### src/rtl/phase_sampler_pkg.sv
// phase_sampler shared definitions: register map macros, state encoding,
// CTRL bit positions and small helpers.
// Optional feature macro: PHASE_SAMPLER_RAW_COUNTS_EN (raw count readback).
// The PS_* register map sits in its own 64 KiB page so it cannot collide
// with the weight-write window of the oscillator matrix.
`ifndef PS_CTRL_ADDR
`define PS_CTRL_ADDR        32'h0001_0000
`endif
`ifndef PS_SETTLE_ADDR
`define PS_SETTLE_ADDR      32'h0001_0004
`endif
`ifndef PS_STATUS_ADDR
`define PS_STATUS_ADDR      32'h0001_0008
`endif
`ifndef PS_SPIN_ADDR_BASE
`define PS_SPIN_ADDR_BASE   32'h0001_0100
`endif
`ifndef PS_COUNT_ADDR_BASE
`define PS_COUNT_ADDR_BASE  32'h0001_0200
`endif

package phase_sampler_pkg;

  typedef enum logic [1:0] {
    ST_IDLE   = 2'd0,
    ST_SETTLE = 2'd1,
    ST_SAMPLE = 2'd2,
    ST_DONE   = 2'd3
  } ps_state_t;

  localparam int CTRL_START_BIT = 0;
  localparam int CTRL_ABORT_BIT = 1;

  // A programmed settle of zero still spends one cycle in SETTLE.
  function automatic logic [31:0] settle_load(input logic [31:0] settle);
    return (settle == 32'd0) ? 32'd1 : settle;
  endfunction

endpackage

### src/rtl/phase_sampler_sync_2ff.sv
// Two-flop synchronizer for one asynchronous oscillator output. No reset:
// the chain flushes within two clocks and its contents are never trusted
// before the sampling window opens.
module sync_2ff (
  input  logic clk,
  input  logic d,
  output logic q
);

  logic meta;

  // Shift the asynchronous input through two flops.
  always_ff @(posedge clk) begin
    meta <= d;
    q    <= meta;
  end

endmodule

### src/rtl/phase_sampler.sv
// phase_sampler: run controller and spin readout for the oscillator matrix.
// Releases ising_rstn, waits the settle time, counts per-oscillator phase
// mismatches against oscillator 0 over SAMPLE_CYCLES, and majority-votes
// each count into a spin bit. Optional macro PHASE_SAMPLER_RAW_COUNTS_EN
// adds a snapshot of the raw counts readable at PS_COUNT_ADDR_BASE + 4i.
module phase_sampler
  import phase_sampler_pkg::*;
#(
  parameter int          N              = 3,
  parameter int          SAMPLE_CYCLES  = 64,
  parameter logic [31:0] DEFAULT_SETTLE = 32'd1024
) (
  input  logic          clk,
  input  logic          axi_rst,
  input  logic [N-1:0]  osc_in,
  output logic          ising_rstn,
  input  logic          wready,
  input  logic [31:0]   wr_addr,
  input  logic [31:0]   wdata,
  input  logic          rready,
  input  logic [31:0]   rd_addr,
  output logic [31:0]   rdata,
  output logic          rvalid,
  output logic          done_irq
);

  localparam int            CW          = $clog2(SAMPLE_CYCLES + 1);
  localparam int            NW          = (N + 31) / 32;
  localparam logic [CW-1:0] LAST_SAMPLE = CW'(SAMPLE_CYCLES - 1);
  localparam logic [CW-1:0] HALF        = CW'(SAMPLE_CYCLES / 2);

  logic [N-1:0]      sync;
  logic [N-1:0]      mismatch;
  ps_state_t         state;
  logic [31:0]       settle_reg;
  logic [31:0]       settle_cnt;
  logic [CW-1:0]     sample_cnt;
  logic [CW-1:0]     cnt      [N];
  logic [CW-1:0]     cnt_next [N];
  logic [N-1:0]      spin;
  logic [N-1:0]      spin_next;
  logic              done_flag;
  logic              ctrl_wr;
  logic              start;
  logic              abort;
  logic              done_entry;
  logic              busy;
  logic [31:0]       status_word;
  logic [32*NW-1:0]  spin_pad;
  logic [31:0]       spin_off;
  logic [31:0]       rd_word;

  for (genvar g = 0; g < N; g++) begin : g_sync
    sync_2ff u_sync (
      .clk (clk),
      .d   (osc_in[g]),
      .q   (sync[g])
    );
  end

  assign mismatch    = sync ^ {N{sync[0]}};
  assign ctrl_wr     = wready && (wr_addr == `PS_CTRL_ADDR);
  assign start       = ctrl_wr && wdata[CTRL_START_BIT];
  assign abort       = ctrl_wr && wdata[CTRL_ABORT_BIT];
  assign done_entry  = (state == ST_SAMPLE) && !abort && (sample_cnt == LAST_SAMPLE);
  assign busy        = (state == ST_SETTLE) || (state == ST_SAMPLE);
  assign status_word = {28'd0, state, done_flag, busy};
  assign spin_pad    = (32*NW)'(spin);
  assign spin_off    = rd_addr - `PS_SPIN_ADDR_BASE;

  // Next mismatch counts and the majority vote taken on the final sample;
  // oscillator 0 is the phase reference, so its spin is forced to 0.
  always_comb begin
    for (int i = 0; i < N; i++) begin
      cnt_next[i]  = cnt[i] + CW'(mismatch[i]);
      spin_next[i] = (cnt_next[i] > HALF);
    end
    spin_next[0] = 1'b0;
  end

  // Settle register: software-programmable, read back verbatim.
  always_ff @(posedge clk) begin
    if (axi_rst) begin
      settle_reg <= DEFAULT_SETTLE;
    end else if (wready && (wr_addr == `PS_SETTLE_ADDR)) begin
      settle_reg <= wdata;
    end
  end

  // Run FSM: abort wins over everything, start is honoured only when idle/done.
  always_ff @(posedge clk) begin
    if (axi_rst) begin
      state      <= ST_IDLE;
      ising_rstn <= 1'b0;
      done_irq   <= 1'b0;
      done_flag  <= 1'b0;
      settle_cnt <= 32'd0;
      sample_cnt <= '0;
      spin       <= '0;
      for (int i = 0; i < N; i++) cnt[i] <= '0;
    end else begin
      done_irq <= 1'b0;
      if (abort) begin
        state      <= ST_IDLE;
        ising_rstn <= 1'b0;
        done_flag  <= 1'b0;
      end else begin
        case (state)
          ST_IDLE, ST_DONE: begin
            if (start) begin
              state      <= ST_SETTLE;
              settle_cnt <= settle_load(settle_reg);
              sample_cnt <= '0;
              done_flag  <= 1'b0;
              ising_rstn <= 1'b1;
              for (int i = 0; i < N; i++) cnt[i] <= '0;
            end
          end
          ST_SETTLE: begin
            if (settle_cnt <= 32'd1) begin
              state <= ST_SAMPLE;
            end else begin
              settle_cnt <= settle_cnt - 32'd1;
            end
          end
          ST_SAMPLE: begin
            for (int i = 0; i < N; i++) cnt[i] <= cnt_next[i];
            sample_cnt <= sample_cnt + CW'(1);
            if (done_entry) begin
              state      <= ST_DONE;
              spin       <= spin_next;
              done_flag  <= 1'b1;
              done_irq   <= 1'b1;
              ising_rstn <= 1'b0;
            end
          end
          default: begin
            state      <= ST_IDLE;
            ising_rstn <= 1'b0;
          end
        endcase
      end
    end
  end

`ifdef PHASE_SAMPLER_RAW_COUNTS_EN
  logic [CW-1:0] cnt_snap [N];
  logic [31:0]   cnt_off;

  assign cnt_off = rd_addr - `PS_COUNT_ADDR_BASE;

  // Latch the final counts of each completed run for raw readback.
  always_ff @(posedge clk) begin
    if (axi_rst) begin
      for (int i = 0; i < N; i++) cnt_snap[i] <= '0;
    end else if (done_entry) begin
      for (int i = 0; i < N; i++) cnt_snap[i] <= cnt_next[i];
    end
  end
`endif

  // Read decode; address ranges are disjoint so later hits cannot clobber earlier ones.
  always_comb begin
    rd_word = 32'd0;
    if (rd_addr == `PS_SETTLE_ADDR) begin
      rd_word = settle_reg;
    end else if (rd_addr == `PS_STATUS_ADDR) begin
      rd_word = status_word;
    end else begin
      for (int k = 0; k < NW; k++) begin
        rd_word = (spin_off == 32'(4*k)) ? spin_pad[32*k +: 32] : rd_word;
      end
`ifdef PHASE_SAMPLER_RAW_COUNTS_EN
      for (int i = 0; i < N; i++) begin
        rd_word = (cnt_off == 32'(4*i)) ? 32'(cnt_snap[i]) : rd_word;
      end
`endif
    end
  end

  // Registered read port: one-cycle rvalid, rdata held until the next read.
  always_ff @(posedge clk) begin
    if (axi_rst) begin
      rdata  <= 32'd0;
      rvalid <= 1'b0;
    end else begin
      rvalid <= rready;
      if (rready) begin
        rdata <= rd_word;
      end
    end
  end

endmodule
### config.mk
export PLATFORM = sky130hd
export DESIGN_NAME = phase_sampler
export DESIGN_NICKNAME = d
export VERILOG_FILES = /design/src/rtl/phase_sampler_pkg.sv /design/src/rtl/phase_sampler_sync_2ff.sv /design/src/rtl/phase_sampler.sv
export SDC_FILE = /design/constraint.sdc
export NUM_CORES = 1
export LEC_CHECK = 0
export ABC_AREA = 1
export CAP_MARGIN = 30
export CORE_MARGIN = 3
export CORE_UTILIZATION = 53
export DETAILED_ROUTE_END_ITERATION = 10
export PLACE_DENSITY_LB_ADDON = 0.2
export SLEW_MARGIN = 30
export SYNTH_ARGS = -nofsm -noshare
export SYNTH_HDL_FRONTEND = slang
export SYNTH_HIERARCHICAL = 1
export SYNTH_SLANG_ARGS = --single-unit
### constraint.sdc
create_clock -name clk -period 3.2 [get_ports clk]
set_clock_uncertainty 0.15 [all_clocks]
set_input_delay 0.32 -clock clk [delete_from_list [all_inputs] [get_ports clk]]
set_output_delay 0.32 -clock clk [all_outputs]
set_load 0.05 [all_outputs]
==> flow_metrics.py, run 1 <==
metrics = {
    "sta": {
        "setup-tns-final_ns": 0,
        "hold-worst-slack_ns": 0.175,
        "layout_setup_ws_ns": 0.739,
        "worst_pin_slew_ns": 0.679,
        "hold_viol_final": 0,
        "period_minus_slack_ns": 2.46,
        "rsz0062_at_grt": "no",
        "fin_crit_sh": 0.769,
        "fmax_mhz": 406,
        "drv_slew": 0,
        "final-setup-viol-count": 0,
        "maxSlewHeadroom": 0.548,
    },
    "grt": {
        "grt_usage": 0.247,
        "grt_pass1_wl_um": 29500,
        "grt_pass1_vias": 6265,
        "grt_overflow": 0,
        "antenna_found_initial": 0,
        "grt_max_degree": 60,
    },
    "run_status": {
        "status": "finished, final reports clean",
    },
    "floorplan": {
        "die_y_um": 122,
        "die_area_um2": 14800,
        "ios": 138,
        "rows": 41,
        "die_w_um": 122,
        "core_um2": 12800,
        "start_util": 0.552,
    },
    "synth": {
        "synthMuxAreaShare": 0,
        "synth_top_family_by_area": "simple AND/OR/NAND/NOR gates",
        "synth-seq-cells": 131,
        "ys_seq_area_frac": 0.390,
        "synthAdderAreaFrac": 0.0177,
        "synth.avg_cell_area_um2": 6.90,
        "synthCells": 1026,
        "synth_cell_types": 43,
        "ys_warn_count": 6,
        "async_flop_share": 0,
        "synth-compound-area-share": 0.157,
        "synth_xor_area_frac": 0.0396,
        "synth_enable_flop_cells": 14,
        "synth_area_um2": 7080,
        "postSynthNetCount": 1139,
        "yosys.area_share.simple": 0.305,
        "synth_ff_type": "dfxtp_1",
    },
    "routing": {
        "wire_per_inst_um": 13.6,
        "vias": 7103,
        "post_drt_via_cell_ratio": 5.32,
        "firstDrtPassIters": 5,
        "ant_nets": 0,
        "finalWirelength_um": 18200,
        "dr.first_iter.drc_count": 714,
        "drc": 0,
    },
    "critical_path": {
        "startpoint_type": "register",
        "path_class": "reg2reg",
        "worstPathMaxFanout": 31,
        "crit_required_ns": 3.32,
        "end_kind": "register",
        "cp_data_arrival_time_ns": 2.58,
    },
    "clock_tree": {
        "cts_max_level": 4,
        "numCtsBuffers": 17,
        "clockBufferDepth": 2,
        "cts_tree": "done",
        "clock_latency_ns": 0.42,
        "cts_resized": 0,
        "root_buffer": "clkbuf_16",
        "clk_pin_slew_ns": 0.06,
        "clock_sinks": 131,
        "cts_setup_buffers": 0,
        "ctsHoldBuffers": 0,
    },
    "placement": {
        "post-place-ws_ns": 0.506,
        "hpwl_um": 13500,
        "gp_congestion": 0.877,
        "placed_cells": 1303,
        "placed_area_um2": 8550,
        "port_buffers": 137,
    },
    "hold_path": {
        "hold_path_class": "reg2reg",
    },
    "finish": {
        "final_common_cell": "nand2_1",
        "final_util": 0.711,
        "fillers": 1066,
        "drive_gt1_frac": 0.0697,
        "final_cell_area_um2": 9120,
        "nets": 1264,
        "layout_common_cells": "188 x nand2_1, 162 x nor2_1, 136 x clkdlybuf4s50_1",
        "regArea_um2": 2760,
        "final-instance-count-excl-fill": 1334,
        "antenna_cells": 0,
        "multi_input_area_um2": 3680,
        "area_growth_pct": 28.8,
    },
    "power_and_ir_drop": {
        "p_leak_nw": 3.62,
        "max-vdd-ir-drop_mv": 0.335,
        "total_power_mw": 3.92,
        "p_per_area_nw_per_um2": 430,
    },
    "job": {
        "maxCapViolCount": 0,
    },
}
## worst max-delay path: stages (launching register included)
cell	delay, ns
dfxtp_1	0.38
inv_1	0.10
ha_1	0.26
nand2_2	0.14
nor2_4	0.06
inv_2	0.12
nor2_8	0.05
nor2_2	0.16
nor2_2	0.04
nand2_1	0.09
nand3_4	0.18
inv_4	0.31
o21ai_0	0.14
nand2_1	0.08
a21oi_1	0.05
## path summary, 6_finish.rpt
kind | startpoint | end | slack, ns | cells after the start
worst max-delay path | settle_cnt[0] | settle_cnt[19] | 0.74 | 14
worst min-delay path | g_sync[0].u_sync/meta | g_sync[0].u_sync/q | 0.17 | 0
worst max register to register | settle_cnt[0] | settle_cnt[19] | 0.74 | 14
worst min register to register | g_sync[0].u_sync/meta | g_sync[0].u_sync/q | 0.17 | 0
## where the power goes
part | switching, mW | internal (mW) | leakage [nW] | total [mW]
clock | 0.723 | 1.10 | 0.267 | 1.82
sequential | 0.0126 | 1.68 | 1.09 | 1.69
combinational | 0.220 | 0.189 | 2.26 | 0.410
total | 0.956 | 2.97 | 3.62 | 3.92
## cell families after synthesis
group / after synthesis
AO/OA/AOI/OAI: 203
XOR/XNOR: 32
adder cells (fa/ha/maj): 10
buffers and inverters: 160
flip-flops: 131
AND/OR/NAND/NOR: 490
## layout make-up
cell class / instances / share of cell area
Multi-Input combinational cell: 735 / 0.404
Inverter: 118 / 0.0488
Clock inverter: 10 / 0.00782
Sequential cell: 131 / 0.303
Clock buffer: 20 / 0.0536
Tap cell: 172 / 0.0236
Timing Repair Buffer: 148 / 0.160
## routing by layer
metal	wire length, um	part of all wire	global-route usage
met5	0	0	0
met4	208	0.011	0.0567
met3	1470	0.081	0.0599
met2	8080	0.44	0.373
met1	8450	0.46	0.358
## cells in the mapped netlist (all sizes together) (10+ instances only)
| library cell | number | area [um^2] |
|---|---|---|
| clkbuf | 27 | 101 |
| nor4 | 12 | 75.1 |
| nor2 | 174 | 707 |
| buf | 15 | 93.8 |
| ha | 10 | 125 |
| nand3 | 68 | 368 |
| dfxtp | 117 | 2340 |
| a211oi | 10 | 100 |
| nand2 | 191 | 724 |
| o21ai | 82 | 418 |
| a21oi | 99 | 503 |
| nand4 | 27 | 169 |
| xor2 | 15 | 131 |
| edfxtp | 14 | 420 |
| xnor2 | 17 | 149 |
| inv | 116 | 438 |
Note: power is estimated with default switching activity, not from simulation.
==> run 2, diff against run 1 <==
- clock period: 3.2 -> 2.3 ns (I/O delays scaled with it)
==> run 2 against run 1 <==
Compared with the run above:
- critical path depth decreased by 6
- combinational power rose by 47%
- utilization is 2.4 points higher
- first-iteration DRC count rose by 22%
- cell count up 2.5%
- flip-flop and latch count unchanged
- critical endpoint is now settle_cnt[7]
- largest cell class unchanged
- highest routed layer unchanged
==> flow_metrics.py, run 2 (synthesis gave the netlist of run 1 again) <==
metrics = {
    "critical_path": {
        "end_kind": "register",
        "cp_data_arrival_time_ns": 2.28,
        "path_buf_inv": 2,
        "startpoint_type": "register",
        "worstPathMaxFanout": 6,
        "path_cells": "inv_1 > ha_1 > nand4_1 > o21ai_2 > nand3_4 > buf_4 > o21ai_0 > a21oi_1",
        "crit_required_ns": 2.42,
        "cp_slowest_cell": "ha_1",
        "r2r_slack_ns": 0.14,
        "r2r-end": "settle_cnt[7]",
        "critical-path-top-delay-family": "adder cells",
        "reg2regPathDepth": 8,
        "slowest_delay_ns": 0.45,
        "r2r_start": "state[0]",
        "path_class": "reg2reg",
    },
    "finish": {
        "drive_gt1_frac": 0.0987,
        "area_growth_pct": 33.0,
        "layout_common_cells": "188 x nand2_1, 161 x nor2_1, 136 x clkdlybuf4s50_1",
        "final-instance-count-excl-fill": 1368,
        "fillers": 1027,
        "final_common_cell": "nand2_1",
        "final_cell_area_um2": 9420,
        "regArea_um2": 2760,
        "nets": 1296,
        "multi_input_area_um2": 3690,
        "antenna_cells": 0,
        "final_util": 0.735,
    },
    "routing": {
        "dr.first_iter.drc_count": 872,
        "ant_nets": 0,
        "post_drt_via_cell_ratio": 5.38,
        "firstDrtPassIters": 7,
        "drc": 0,
        "vias": 7355,
        "finalWirelength_um": 19100,
        "wire_per_inst_um": 13.9,
    },
    "clock_tree": {
        "clock_latency_ns": 0.43,
        "cts_max_level": 4,
        "numCtsBuffers": 17,
        "clk_pin_slew_ns": 0.06,
        "root_buffer": "clkbuf_16",
        "clockBufferDepth": 2,
        "cts_tree": "done",
        "clock_sinks": 131,
    },
    "sta": {
        "fin_crit_sh": 0.939,
        "worst_pin_slew_ns": 0.695,
        "maxSlewHeadroom": 0.536,
        "hold_viol_final": 0,
        "final-setup-viol-count": 0,
        "fmax_mhz": 463,
        "period_minus_slack_ns": 2.16,
        "drv_slew": 0,
        "layout_setup_ws_ns": 0.141,
    },
    "hold_path": {
        "whs_path_depth": 1,
        "holdPathEnd": "g_sync[2].u_sync/meta",
        "hold_path_class": "in2reg",
        "min_from": "osc_in[2]",
    },
    "placement": {
        "placed_cells": 1335,
        "post-place-ws_ns": -0.0739,
        "placed_area_um2": 8850,
        "gp_congestion": 0.893,
        "hpwl_um": 14100,
        "port_buffers": 137,
    },
    "grt": {
        "antenna_found_initial": 0,
        "grt_pass1_wl_um": 30900,
        "grt_overflow": 0,
        "grt_max_degree": 60,
        "grt_usage": 0.259,
        "grt_pass1_vias": 6584,
    },
    "power_and_ir_drop": {
        "p_per_area_nw_per_um2": 575,
        "max-vdd-ir-drop_mv": 0.523,
        "switching_power_mw": 1.38,
        "combPwrFrac": 0.111,
        "internal_power_mw": 4.04,
        "power_frac_clock": 0.454,
        "switching_share": 0.254,
        "p_leak_nw": 3.79,
        "seqPwrFrac": 0.435,
        "total_power_mw": 5.42,
    },
    "floorplan": {
        "rows": 41,
        "die_y_um": 122,
        "die_area_um2": 14800,
        "core_um2": 12800,
        "ios": 138,
        "start_util": 0.552,
        "die_w_um": 122,
    },
    "run_status": {
        "status": "finished, final reports clean",
    },
    "job": {
        "maxCapViolCount": 0,
    },
}
[run 2: stage by stage]
stage               setup TNS (ns)  hold slack (ns)
floorplan                        0            0.108
global placement                 0            0.160
detailed placement           -1.63            0.164
CTS                              0            0.102
global route               -0.0686            0.106
finish                           0            0.107
[run 2: how the worst max path moves through the flow]
stage	startpoint	endpoint	slack, ns	cells past startpoint
6_report	state[0]	settle_cnt[7]	0.14	8
4_1_cts	settle_cnt[0]	settle_cnt[7]	0.04	14
5_1_grt	settle_cnt[0]	settle_cnt[22]	-0.04	13
3_3_place_gp	wr_addr[0]	settle_cnt[12]	0.01	11
3_5_place_dp	wr_addr[0]	settle_cnt[30]	-0.07	12
2_1_floorplan	state[0]	cnt[0][10]	0.07	4
[run 2: cell type report]
class,instances,area share
Sequential cell,131,0.293
Tap cell,172,0.0228
Multi-Input combinational cell,735,0.392
Clock buffer,19,0.0470
Inverter,118,0.0478
Timing Repair Buffer,180,0.186
Clock inverter,13,0.0106
[run 2: repair_timing]
item                                    in CTS  in global routing
buffers inserted                             0                  1
endpoints found under the setup margin       0                 33
hold buffers                                 0                  0
resized for setup                            0                  8
[run 2: layer usage]
metal | vias up | wire (um) | GRT usage
met3 | 25 | 1580 | 0.0580
met5 | - | 0 | 0
met2 | 290 | 8530 | 0.403
met1 | 3351 | 8690 | 0.363
met4 | 0 | 269 | 0.0756
li1 | 3689 | - | -
[run 2: power by group through the flow]
stage	Clock [mW]	Combinational [mW]	Sequential, mW
5_1_grt	2.59	0.658	2.36
4_1_cts	2.49	0.593	2.36
3_3_place_gp	0	0.582	2.40
2_1_floorplan	0	0.275	2.42
3_5_place_dp	0	0.587	2.41
6_report	2.46	0.601	2.36
